--- config.mk ---
export PLATFORM = sky130hd
export DESIGN_NAME = lsu_mem_ctrl
export DESIGN_NICKNAME = d
export VERILOG_FILES = /design/src/rtl/lsu_pkg.sv /design/src/rtl/lsu_load_extend.sv /design/src/rtl/lsu_mem_ctrl.sv
export SDC_FILE = /design/constraint.sdc
export NUM_CORES = 1
export LEC_CHECK = 0
export ABC_AREA = 1
export BUFFER_PORTS_ARGS = -buffer_cell sky130_fd_sc_hd__clkbuf_2
export CAP_MARGIN = 20
export CORE_ASPECT_RATIO = 1.2
export CORE_UTILIZATION = 45
export CTS_BUF_LIST = sky130_fd_sc_hd__clkbuf_2
export CTS_CLUSTER_SIZE = 10
export DETAILED_ROUTE_END_ITERATION = 10
export PLACE_DENSITY = 0.79
export REMOVE_ABC_BUFFERS = 1
export SKIP_CTS_REPAIR_TIMING = 1
export SYNTH_ARGS = -nofsm -noshare
export SYNTH_HDL_FRONTEND = slang
export SYNTH_HIERARCHICAL = 1
export SYNTH_SLANG_ARGS = --single-unit
--- constraint.sdc ---
create_clock -name clk -period 3.8 [get_ports clk]
set_clock_uncertainty 0.2 [all_clocks]
set_input_delay 0 -clock clk [delete_from_list [all_inputs] [get_ports clk]]
set_output_delay 0 -clock clk [all_outputs]
set_load 0.005 [all_outputs]
--- src/rtl/lsu_pkg.sv ---
// Shared types and constants for the load/store controller.
// Optional feature macro: MISALIGN_SPLIT_EN (see lsu_mem_ctrl).
package lsu_pkg;

   typedef enum logic [1:0] {
      IDLE   = 2'd0,
      ACCESS = 2'd1,
      SPLIT  = 2'd2,
      RESP   = 2'd3
   } lsu_state_e;

   // RV32I funct3 codes for loads and stores
   localparam logic [2:0] F3_B  = 3'b000;
   localparam logic [2:0] F3_H  = 3'b001;
   localparam logic [2:0] F3_W  = 3'b010;
   localparam logic [2:0] F3_BU = 3'b100;
   localparam logic [2:0] F3_HU = 3'b101;

   // Memory length codes; they coincide with funct3[1:0] of every legal access
   localparam logic [1:0] LEN_BYTE = 2'b00;
   localparam logic [1:0] LEN_HALF = 2'b01;
   localparam logic [1:0] LEN_WORD = 2'b10;

   // True when funct3 names a supported access for the given direction
   function automatic logic f3_legal(input logic wr, input logic [2:0] f3);
      if (wr) begin
         return (f3 == F3_B) || (f3 == F3_H) || (f3 == F3_W);
      end
      return (f3 == F3_B) || (f3 == F3_H) || (f3 == F3_W) ||
             (f3 == F3_BU) || (f3 == F3_HU);
   endfunction

   // True when a half/word access is not naturally aligned
   function automatic logic is_misaligned(input logic [2:0] f3, input logic [1:0] lsb);
      case (f3[1:0])
         LEN_HALF: return lsb[0];
         LEN_WORD: return lsb != 2'b00;
         default:  return 1'b0;
      endcase
   endfunction

endpackage

--- src/rtl/lsu_load_extend.sv ---
// Sign/zero extension of assembled load bytes according to funct3.
// Used for both the aligned and the byte-split load paths.
module lsu_load_extend
   import lsu_pkg::*;
(
   input  logic [2:0]  funct3,
   input  logic [31:0] raw,
   output logic [31:0] data
);

   // Extend the low byte/half from its top bit for signed loads, zero-fill for unsigned
   always_comb begin
      case (funct3)
         F3_B:    data = {{24{raw[7]}}, raw[7:0]};
         F3_H:    data = {{16{raw[15]}}, raw[15:0]};
         F3_BU:   data = {24'h0, raw[7:0]};
         F3_HU:   data = {16'h0, raw[15:0]};
         default: data = raw;
      endcase
   end

endmodule

--- src/rtl/lsu_mem_ctrl.sv ---
// Load/store controller between the memory pipeline stage and memory2c.
// One request per handshake, one single-cycle response pulse per request.
// Define MISALIGN_SPLIT_EN to split misaligned half/word accesses into
// sequential byte accesses; otherwise they are rejected with a fault.
module lsu_mem_ctrl
   import lsu_pkg::*;
#(
   parameter int ADDR_W = 32
) (
   input  logic              clk,
   input  logic              rst_n,
   input  logic              req_valid,
   output logic              req_ready,
   input  logic              req_wr,
   input  logic [2:0]        req_funct3,
   input  logic [ADDR_W-1:0] req_addr,
   input  logic [31:0]       req_wdata,
   output logic              resp_valid,
   output logic [31:0]       resp_rdata,
   output logic              resp_fault,
   output logic              mem_en,
   output logic              mem_wr,
   output logic [ADDR_W-1:0] mem_addr,
   output logic [1:0]        mem_length,
   output logic              mem_sign,
   output logic [31:0]       mem_wdata,
   input  logic [31:0]       mem_rdata
);

   lsu_state_e        state_q, state_d;
   logic              wr_q;
   logic [2:0]        f3_q;
   logic [ADDR_W-1:0] addr_q;
   logic [31:0]       wdata_q;
   logic [31:0]       raw_q;
   logic              fault_q;
   logic [31:0]       ext_data;

   logic accept;
   logic req_illegal;
   logic req_misal;
   logic req_fault;

   assign accept      = (state_q == IDLE) && req_valid;
   assign req_illegal = !f3_legal(req_wr, req_funct3);
   assign req_misal   = is_misaligned(req_funct3, req_addr[1:0]);

`ifdef MISALIGN_SPLIT_EN
   logic [1:0] idx_q;
   logic       split_last;

   assign req_fault  = req_illegal;
   assign split_last = (idx_q == ((f3_q[1:0] == LEN_WORD) ? 2'd3 : 2'd1));
`else
   assign req_fault  = req_illegal || req_misal;
`endif

   // State register; the async reset also drops every mem_* output at once
   // since they are decoded from the state alone
   always_ff @(posedge clk or negedge rst_n) begin
      // NOTE: clocked state uses non-blocking assignments so every flop samples
      // pre-edge values regardless of process ordering.
      if (!rst_n) state_q <= IDLE;
      else        state_q <= state_d;
   end

   // Request capture and load-data assembly
   always_ff @(posedge clk or negedge rst_n) begin
      if (!rst_n) begin
         wr_q    <= 1'b0;
         f3_q    <= 3'b000;
         addr_q  <= '0;
         wdata_q <= 32'h0;
         raw_q   <= 32'h0;
         fault_q <= 1'b0;
      end else if (accept) begin
         wr_q    <= req_wr;
         f3_q    <= req_funct3;
         addr_q  <= req_addr;
         wdata_q <= req_wdata;
         raw_q   <= 32'h0;
         fault_q <= req_fault;
      end else if (state_q == ACCESS && !wr_q) begin
         raw_q <= mem_rdata;
`ifdef MISALIGN_SPLIT_EN
      end else if (state_q == SPLIT && !wr_q) begin
         raw_q[{idx_q, 3'b000} +: 8] <= mem_rdata[7:0];
`endif
      end
   end

`ifdef MISALIGN_SPLIT_EN
   // Byte index within a split access, restarted on every accept
   always_ff @(posedge clk or negedge rst_n) begin
      if (!rst_n)                  idx_q <= 2'd0;
      else if (accept)             idx_q <= 2'd0;
      else if (state_q == SPLIT)   idx_q <= idx_q + 2'd1;
   end
`endif

   // Next-state decode
   always_comb begin
      // NOTE: every combinational output gets a default first so no path can
      // leave it unassigned and infer a latch.
      state_d = state_q;
      case (state_q)
         IDLE: begin
            if (req_valid) begin
               if (req_fault)      state_d = RESP;
`ifdef MISALIGN_SPLIT_EN
               else if (req_misal) state_d = SPLIT;
`endif
               else                state_d = ACCESS;
            end
         end
         ACCESS: state_d = RESP;
`ifdef MISALIGN_SPLIT_EN
         SPLIT: if (split_last) state_d = RESP;
`endif
         RESP:    state_d = IDLE;
         default: state_d = IDLE;
      endcase
   end

   lsu_load_extend u_load_extend (
      .funct3 (f3_q),
      .raw    (raw_q),
      .data   (ext_data)
   );

   // Output decode: memory port only active in ACCESS/SPLIT, response only in RESP
   always_comb begin
      req_ready  = (state_q == IDLE);
      resp_valid = (state_q == RESP);
      resp_fault = (state_q == RESP) && fault_q;
      resp_rdata = ((state_q == RESP) && !wr_q && !fault_q) ? ext_data : 32'h0;
      mem_en     = 1'b0;
      mem_wr     = 1'b0;
      mem_addr   = '0;
      mem_length = LEN_BYTE;
      mem_sign   = 1'b0;
      mem_wdata  = 32'h0;
      case (state_q)
         ACCESS: begin
            mem_en     = 1'b1;
            mem_wr     = wr_q;
            mem_addr   = addr_q;
            mem_length = f3_q[1:0];
            mem_sign   = !wr_q && !f3_q[2];
            mem_wdata  = wdata_q;
         end
`ifdef MISALIGN_SPLIT_EN
         SPLIT: begin
            mem_en     = 1'b1;
            mem_wr     = wr_q;
            mem_addr   = addr_q + ADDR_W'(idx_q);
            mem_wdata  = {24'h0, wdata_q[{idx_q, 3'b000} +: 8]};
         end
`endif
         default: ;
      endcase
   end

endmodule

==> impl_metrics.ini, run 1 <==
[synth]
netlist_area_mm2 = 0.005195
ys_warn_count = 6
netlist_instances = 680
ys_seq_elements = 103
ys_types = 21
yosysSeqAreaShare_pct = 49.61
syn_area_per_cell_um2 = 7.640

[placement]
dp_hpwl_mm = 8.818
io_buffers = 206
place_congestion = 0.7516
placed_cells = 995

[floorplan]
io_pins = 207
start_util_pct = 46.63
row_count = 42
dieWidth_um = 100.1
die_h_um = 119.7

[cts]
cts_buffers = 9
root_buffer = clkbuf_2
cts_max_path_buffers = 2
htreeDepth = 3
clkSinkCount = 103

[outcome]
error = [ERROR RSZ-0060] Max buffer count reached.
stop_stage = 5_1_grt
status = stopped before the end

[global_route]
grt_max_degree = 130
==> synth_stat cells <==
cell type / n / area, um^2
nand3_1: 85 / 425.4
dfrtp_1: 103 / 2577
o21ai_1: 10 / 50.05
a21oi_1: 1 / 5.000
nor2_1: 104 / 390.4
inv_1: 111 / 416.7
nor2_2: 1 / 6.260
buf_6: 16 / 180.2
nand2_2: 1 / 6.260
ha_1: 3 / 37.54
nand2_1: 144 / 540.5
nor2_4: 3 / 33.78
buf_2: 18 / 90.09
buf_4: 9 / 67.56
clkinv_1: 1 / 3.750
inv_2: 3 / 11.26
o21ai_0: 58 / 290.3
clkbuf_2: 1 / 5.000
buf_1: 1 / 3.750
nand3_4: 2 / 35.03
clkbuf_1: 5 / 18.77
==> cells by family after synthesis <==
kind of cell	count (synthesis)	share of synthesized area (%)
flip-flops	103	49.61
AND/OR/NAND/NOR	340	27.67
buffers and inverters	165	15.34
AO/OA/AOI/OAI	69	6.647
adder cells (fa/ha/maj)	3	0.7226
==> stage by stage <==
| stage | area [um^2] | setup slack, ns |
|---|---|---|
| after floorplan | 4830 | 1.375 |
| after global placement | 6107 | 1.201 |
| after detailed placement | 6107 | 1.173 |
| after CTS | 6266 | 0.5203 |
==> run 2: changes to the inputs <==
- CORE_ASPECT_RATIO: 1.2 -> default
- CORE_UTILIZATION: 45 -> 30
- CTS_BUF_LIST: sky130_fd_sc_hd__clkbuf_2 -> default
- CTS_CLUSTER_SIZE: 10 -> default
- PLACE_DENSITY: 0.79 -> default
- PLACE_DENSITY_LB_ADDON: default -> 0.15
==> run 2 against run 1 <==
Compared with the run above:
- the flow now finishes without violations
- synthesized area is the same
- synthesized cell count is the same
==> impl_metrics.ini, run 2 <==
[route]
wl_per_cell_um = 12.15
dr.first_iter.drc_count = 243
ant_nets = 0
wirelength_mm = 14.37
vias_per_cell = 4.214
vias = 4985
dr.pass1.iters = 4
route.detailed.drc = 0

[synth]
netlist_area_mm2 = 0.005195
syn_area_per_cell_um2 = 7.640
yosysSeqAreaShare_pct = 49.61
ys_warn_count = 6
ys_seq_elements = 103
ys_dominant_reg_cell = dfrtp_1
ys_types = 21
synthArstFlopShare_pct = 100.0
ys_top_cells_by_count = nand2_1 (144), inv_1 (111), nor2_1 (104)
netlist_instances = 680
synth_top_area_share_pct = 49.61
synth_area_leaders = dfrtp_1 (50%), nand2_1 (10%), nand3_1 (8.2%)
yosysMostFrequentCell = nand2_1
synth_edf_count = 0
yosysTopAreaCell = dfrtp_1

[cts]
path_clk_slew_ns = 0.07
clk_latency_ns = 0.34
htreeDepth = 3
cts_buffers = 9
root_buffer = clkbuf_16
cts_max_path_buffers = 2
cts_tree = built
clkSinkCount = 103

[global_route]
antenna_found_initial = 0
gr-max-usage-layer = met2
grt_pass1_wl_mm = 21.96
grtUsageMet3_pct = 4.680
overflow = 0
grt_use_met1_pct = 21.30
first_global_vias = 4381
grt_max_degree = 130
grt_use_met2_pct = 23.21
grtUsageTotal_pct = 15.59

[floorplan]
die_area_mm2 = 0.01785
dieWidth_um = 133.6
io_pins = 207
row_count = 47
core_area_mm2 = 0.01676
start_util_pct = 31.00
die_h_um = 133.6

[sta]
max-slew-margin-rel_pct = 43.35
finalCritPeriodShare_pct = 64.62
finalHoldViolCount = 0
period_needed_ns = 2.456
fmax_mhz = 407.2
tns_ns = 0
slew_viol_final = 0
setup_viol = 0
tightestPinTransition_ns = 0.8497
rsz0062_at_grt = false

[run]
drv_cap = 0

[finish]
drive_gt1_share_pct = 24.92
reg_top3 = addr_q x32, raw_q x32, wdata_q x32
insertedDiodeCount = 0
syn_to_final_growth_pct = 45.26
final_nets = 1064
stdcell_count = 1183
multiInputGateArea_mm2 = 0.001821
final_cell_mix = clkbuf_2 (205), nand2_1 (144), inv_1 (111)
regArea_mm2 = 0.002577
final.fill_count = 1745
layout_commonest_cell = clkbuf_2

[setup_path]
path_max_fanout = 35
start_kind = register
setup.worst_path.end_class = output port
worstPathArrival_ns = 2.26
crit_type = reg2out
worstSetupStartpoint = state_q[0]
crit_required_ns = 3.60
worstReg2RegStart = state_q[1]

[placement]
placed_cells = 1065
place_congestion = 0.7665
dp_hpwl_mm = 9.140
io_buffers = 206

[pwr]
ir_drop_mv = 0.2602
power_leakage_nw = 4.078
power_density_mw_per_mm2 = 642.3
power_mw = 4.847

[outcome]
status = finished, final reports clean

[min_path]
hold_class = in2async
-- run 2: path summary, 6_finish.rpt --
kind / endpoint / slack [ns] / depth (start not counted)
worst min-delay path: raw_q[29] / 0.008 / 2
worst min register to register: fault_q / 0.28 / 2
max in group asynchronous: addr_q[27] / 2.56 / 3
worst max register to register: wdata_q[18] / 1.58 / 5
worst max-delay path: mem_addr[3] / 1.34 / 7
min in group clk: wdata_q[19] / 0.19 / 4
-- run 2: area by class of cell --
type | count | area share [%]
clock inverters | 5 | 0.5638
repair buffers | 317 | 28.55
flip-flops and latches | 103 | 34.16
clock buffers | 11 | 3.217
inverters | 115 | 5.737
well taps | 220 | 3.648
multi-input cells | 412 | 24.13
-- run 2: per-stage QoR --
stage	util (%)	area [um^2]	hold WS (ns)	setup WS (ns)
final	45.02	7546	0.007999	1.344
after global routing	45.02	7546	0.07898	1.179
after CTS	38.93	6525	-0.5301	1.260
after detailed placement	37.23	6240	-0.1495	1.599
after global placement	37.07	6212	-0.1464	1.466
after floorplan	-	4830	-0.4956	1.375
-- run 2: where the power goes --
part	switching, mW	internal [mW]
logic	1.31	0.810
clock network	0.431	0.469
registers	0.233	1.59
-- run 2: cells by family (layout without fill, tap and decap cells) --
logic type | count (synthesis) | count (layout) | share of synthesized area, %
AOI/OAI and AO/OA | 69 | 69 | 6.647
buffers and inverters | 165 | 448 | 15.34
and+or+nand+nor | 340 | 340 | 27.67
DFF | 103 | 103 | 49.61
adders and majority gates | 3 | 3 | 0.7226
-- run 2: critical path: stages (launching register included) --
cell and delay, ns:
dfrtp_1 0.42, inv_2 0.09, nor2_4 0.03, buf_4 0.24
inv_2 0.51, buf_4 0.37, nor2_1 0.10, clkbuf_2 0.12
-- run 2: per-layer routing --
metal  part of all wire (%)  wire length (um)  up-vias
met5                      0                 0        -
met4                    1.4               205        0
met3                    6.9               987       14
met2                     45              6426      169
met1                     47              6748     2199
li1                       -                 -     2603
Note: power is estimated with default switching activity, not from simulation.
==> run 3: changes to the inputs <==
- clock period: 3.8 -> 2.05 ns (I/O delays scaled with it)
==> run 3 against run 2 <==
Compared with the run above:
- worst setup slack got worse by 1.2 ns
- count of clock-buffer cells in the layout fell by 1
- die area did not move
- register-to-register slack got worse by 1.2 ns
- critical path type unchanged
- via count rose by 2.1%
- the run now ends with negative hold slack left
- critical endpoint is now resp_rdata[28]
- final area rose by 0.46%
- clock power rose by 78%
==> impl_metrics.ini, run 3 (synthesized netlist as in run 2, its figures left out) <==
[outcome]
violations = negative hold slack
status = finished, violations left

[global_route]
grtUsageTotal_pct = 15.76
antenna_found_initial = 0
gr-max-usage-layer = met2
grtUsageMet3_pct = 3.463
grt_use_met2_pct = 24.10
first_global_vias = 4384
overflow = 0
grt_pass1_wl_mm = 22.29
grt_use_met1_pct = 22.09
grt_max_degree = 56

[setup_path]
worst-path-stages = 6
path_max_fanout = 24
crit_path_cell_trace = nor2_4, nand3_4, nand3_1, inv_1, nor2_1, clkbuf_2
path_delay_family = simple AND/OR/NAND/NOR gates
slowest_stage = dfrtp_1
crit_type = reg2out
slowest_delay_ns = 0.48
setup.worst_path.end_class = output port
worstPathArrival_ns = 1.71
crit_required_ns = 1.85
start_kind = register
rr_worst_depth = 5
crit_buf_inv = 2

[route]
vias_per_cell = 4.287
dr.first_iter.drc_count = 207
wirelength_mm = 14.58
dr.pass1.iters = 4
route.detailed.drc = 0
wl_per_cell_um = 12.28
ant_nets = 0
vias = 5089

[cts]
clk_latency_ns = 0.34
cts_tree = built
clkSinkCount = 103
path_clk_slew_ns = 0.07
htreeDepth = 3
root_buffer = clkbuf_16
cts_max_path_buffers = 2
cts_buffers = 9

[sta]
setup_viol = 0
rsz0062_at_grt = false
hold_ws_ns = -0.02853
slew_viol_final = 0
max-slew-margin-rel_pct = 65.22
fmax_mhz = 524.7
setup_slack_ns = 0.1441
finalHoldViolCount = 32
finalCritPeriodShare_pct = 92.97
tightestPinTransition_ns = 0.5217
period_needed_ns = 1.906

[placement]
io_buffers = 206
dp_hpwl_mm = 9.500
placed_cells = 1070
pre_cts_ws_ns = 0.4530
place_congestion = 0.7200

[floorplan]
dieWidth_um = 133.6
die_area_mm2 = 0.01785
core_area_mm2 = 0.01676
start_util_pct = 31.00
io_pins = 207
die_h_um = 133.6
row_count = 47

[finish]
layout_commonest_cell = clkbuf_2
stdcell_count = 1187
final_nets = 1069
reg_top3 = addr_q x32, raw_q x32, wdata_q x32
final_cell_mix = clkbuf_2 (205), nand2_1 (144), inv_1 (111)
syn_to_final_growth_pct = 45.93
drive_gt1_share_pct = 25.23
insertedDiodeCount = 0
final.fill_count = 1695

[pwr]
power_frac_seq_pct = 37.0
p_clk_share_pct = 17.8
p_int_mw = 5.305
power_leakage_nw = 4.091
combPwrFrac_pct = 45.2
switching_share_pct = 41.02
p_sw_mw = 3.689
ir_drop_mv = 0.5537
power_density_mw_per_mm2 = 1186

[min_path]
hold_class = in2async

[run]
drv_cap = 0
[run 3: cell count changes in the layout (fill, tap and decap cells not counted)]
cell        before  now
buf_12           1    4
buf_16           1    0
buf_4            8   11
clkbuf_8         1    0
clkinv_2         1    2
clkinv_4         3    1
clkinvlp_4       1    3
inv_6            1    0
[run 3: routing by layer]
layer | share of wire (%) | vias to the layer above
met5 | 0 | -
met2 | 46 | 166
met4 | 1.2 | 0
li1 | - | 2614
met1 | 48 | 2297
met3 | 5.1 | 12
[run 3: through the flow]
step	area, um^2	TNS [ns]	hold slack, ns	total power [mW]	utilization, %
6_report	7581	0	-0.02853	8.994	45.23
5_1_grt	7581	0	0.01510	9.834	45.23
4_1_cts	6560	0	-0.5616	8.974	39.14
3_5_place_dp	6295	0	-0.1861	7.344	37.56
3_3_place_gp	6295	0	-0.1874	7.318	37.56
2_1_floorplan	4830	-24.31	-0.4956	5.669	-
[run 3: power groups by stage]
stage | clock network, mW | registers, mW | logic [mW]
final | 1.60 | 3.33 | 4.07
after detailed placement | 0 | 3.36 | 3.98
after CTS | 1.65 | 3.33 | 3.99
after global routing | 1.72 | 3.43 | 4.68
after global placement | 0 | 3.34 | 3.98
after floorplan | 0 | 3.31 | 2.36
[run 3: final timing paths]
check	start	end	slack [ns]
max	f3_q[0]	resp_rdata[28]	0.14
min	rst_n	raw_q[14]	-0.03
max reg2reg	state_q[1]	wdata_q[29]	0.41
min reg2reg	fault_q	fault_q	0.28
max in group asynchronous	rst_n	addr_q[5]	1.06
min in group clk	req_addr[25]	addr_q[25]	0.20
[run 3: final cells by class]
cell class                      count  area (um^2)  share of cell area, %
Multi-Input combinational cell    412         1821                  24.01
Clock buffer                       10        229.0                  3.020
Sequential cell                   103         2577                  34.00
Timing Repair Buffer              322         2210                  29.15
Tap cell                          220        275.3                  3.631
Inverter                          115        432.9                  5.711
Clock inverter                      5        36.28                 0.4786
[run 3: worst reg2reg max path, stage by stage, from the launching register on]
cell,delay [ns]
dfrtp_1,0.44
nor2_2,0.06
nand2_2,0.07
clkinv_2,0.24
buf_12,0.28
o21ai_0,0.24
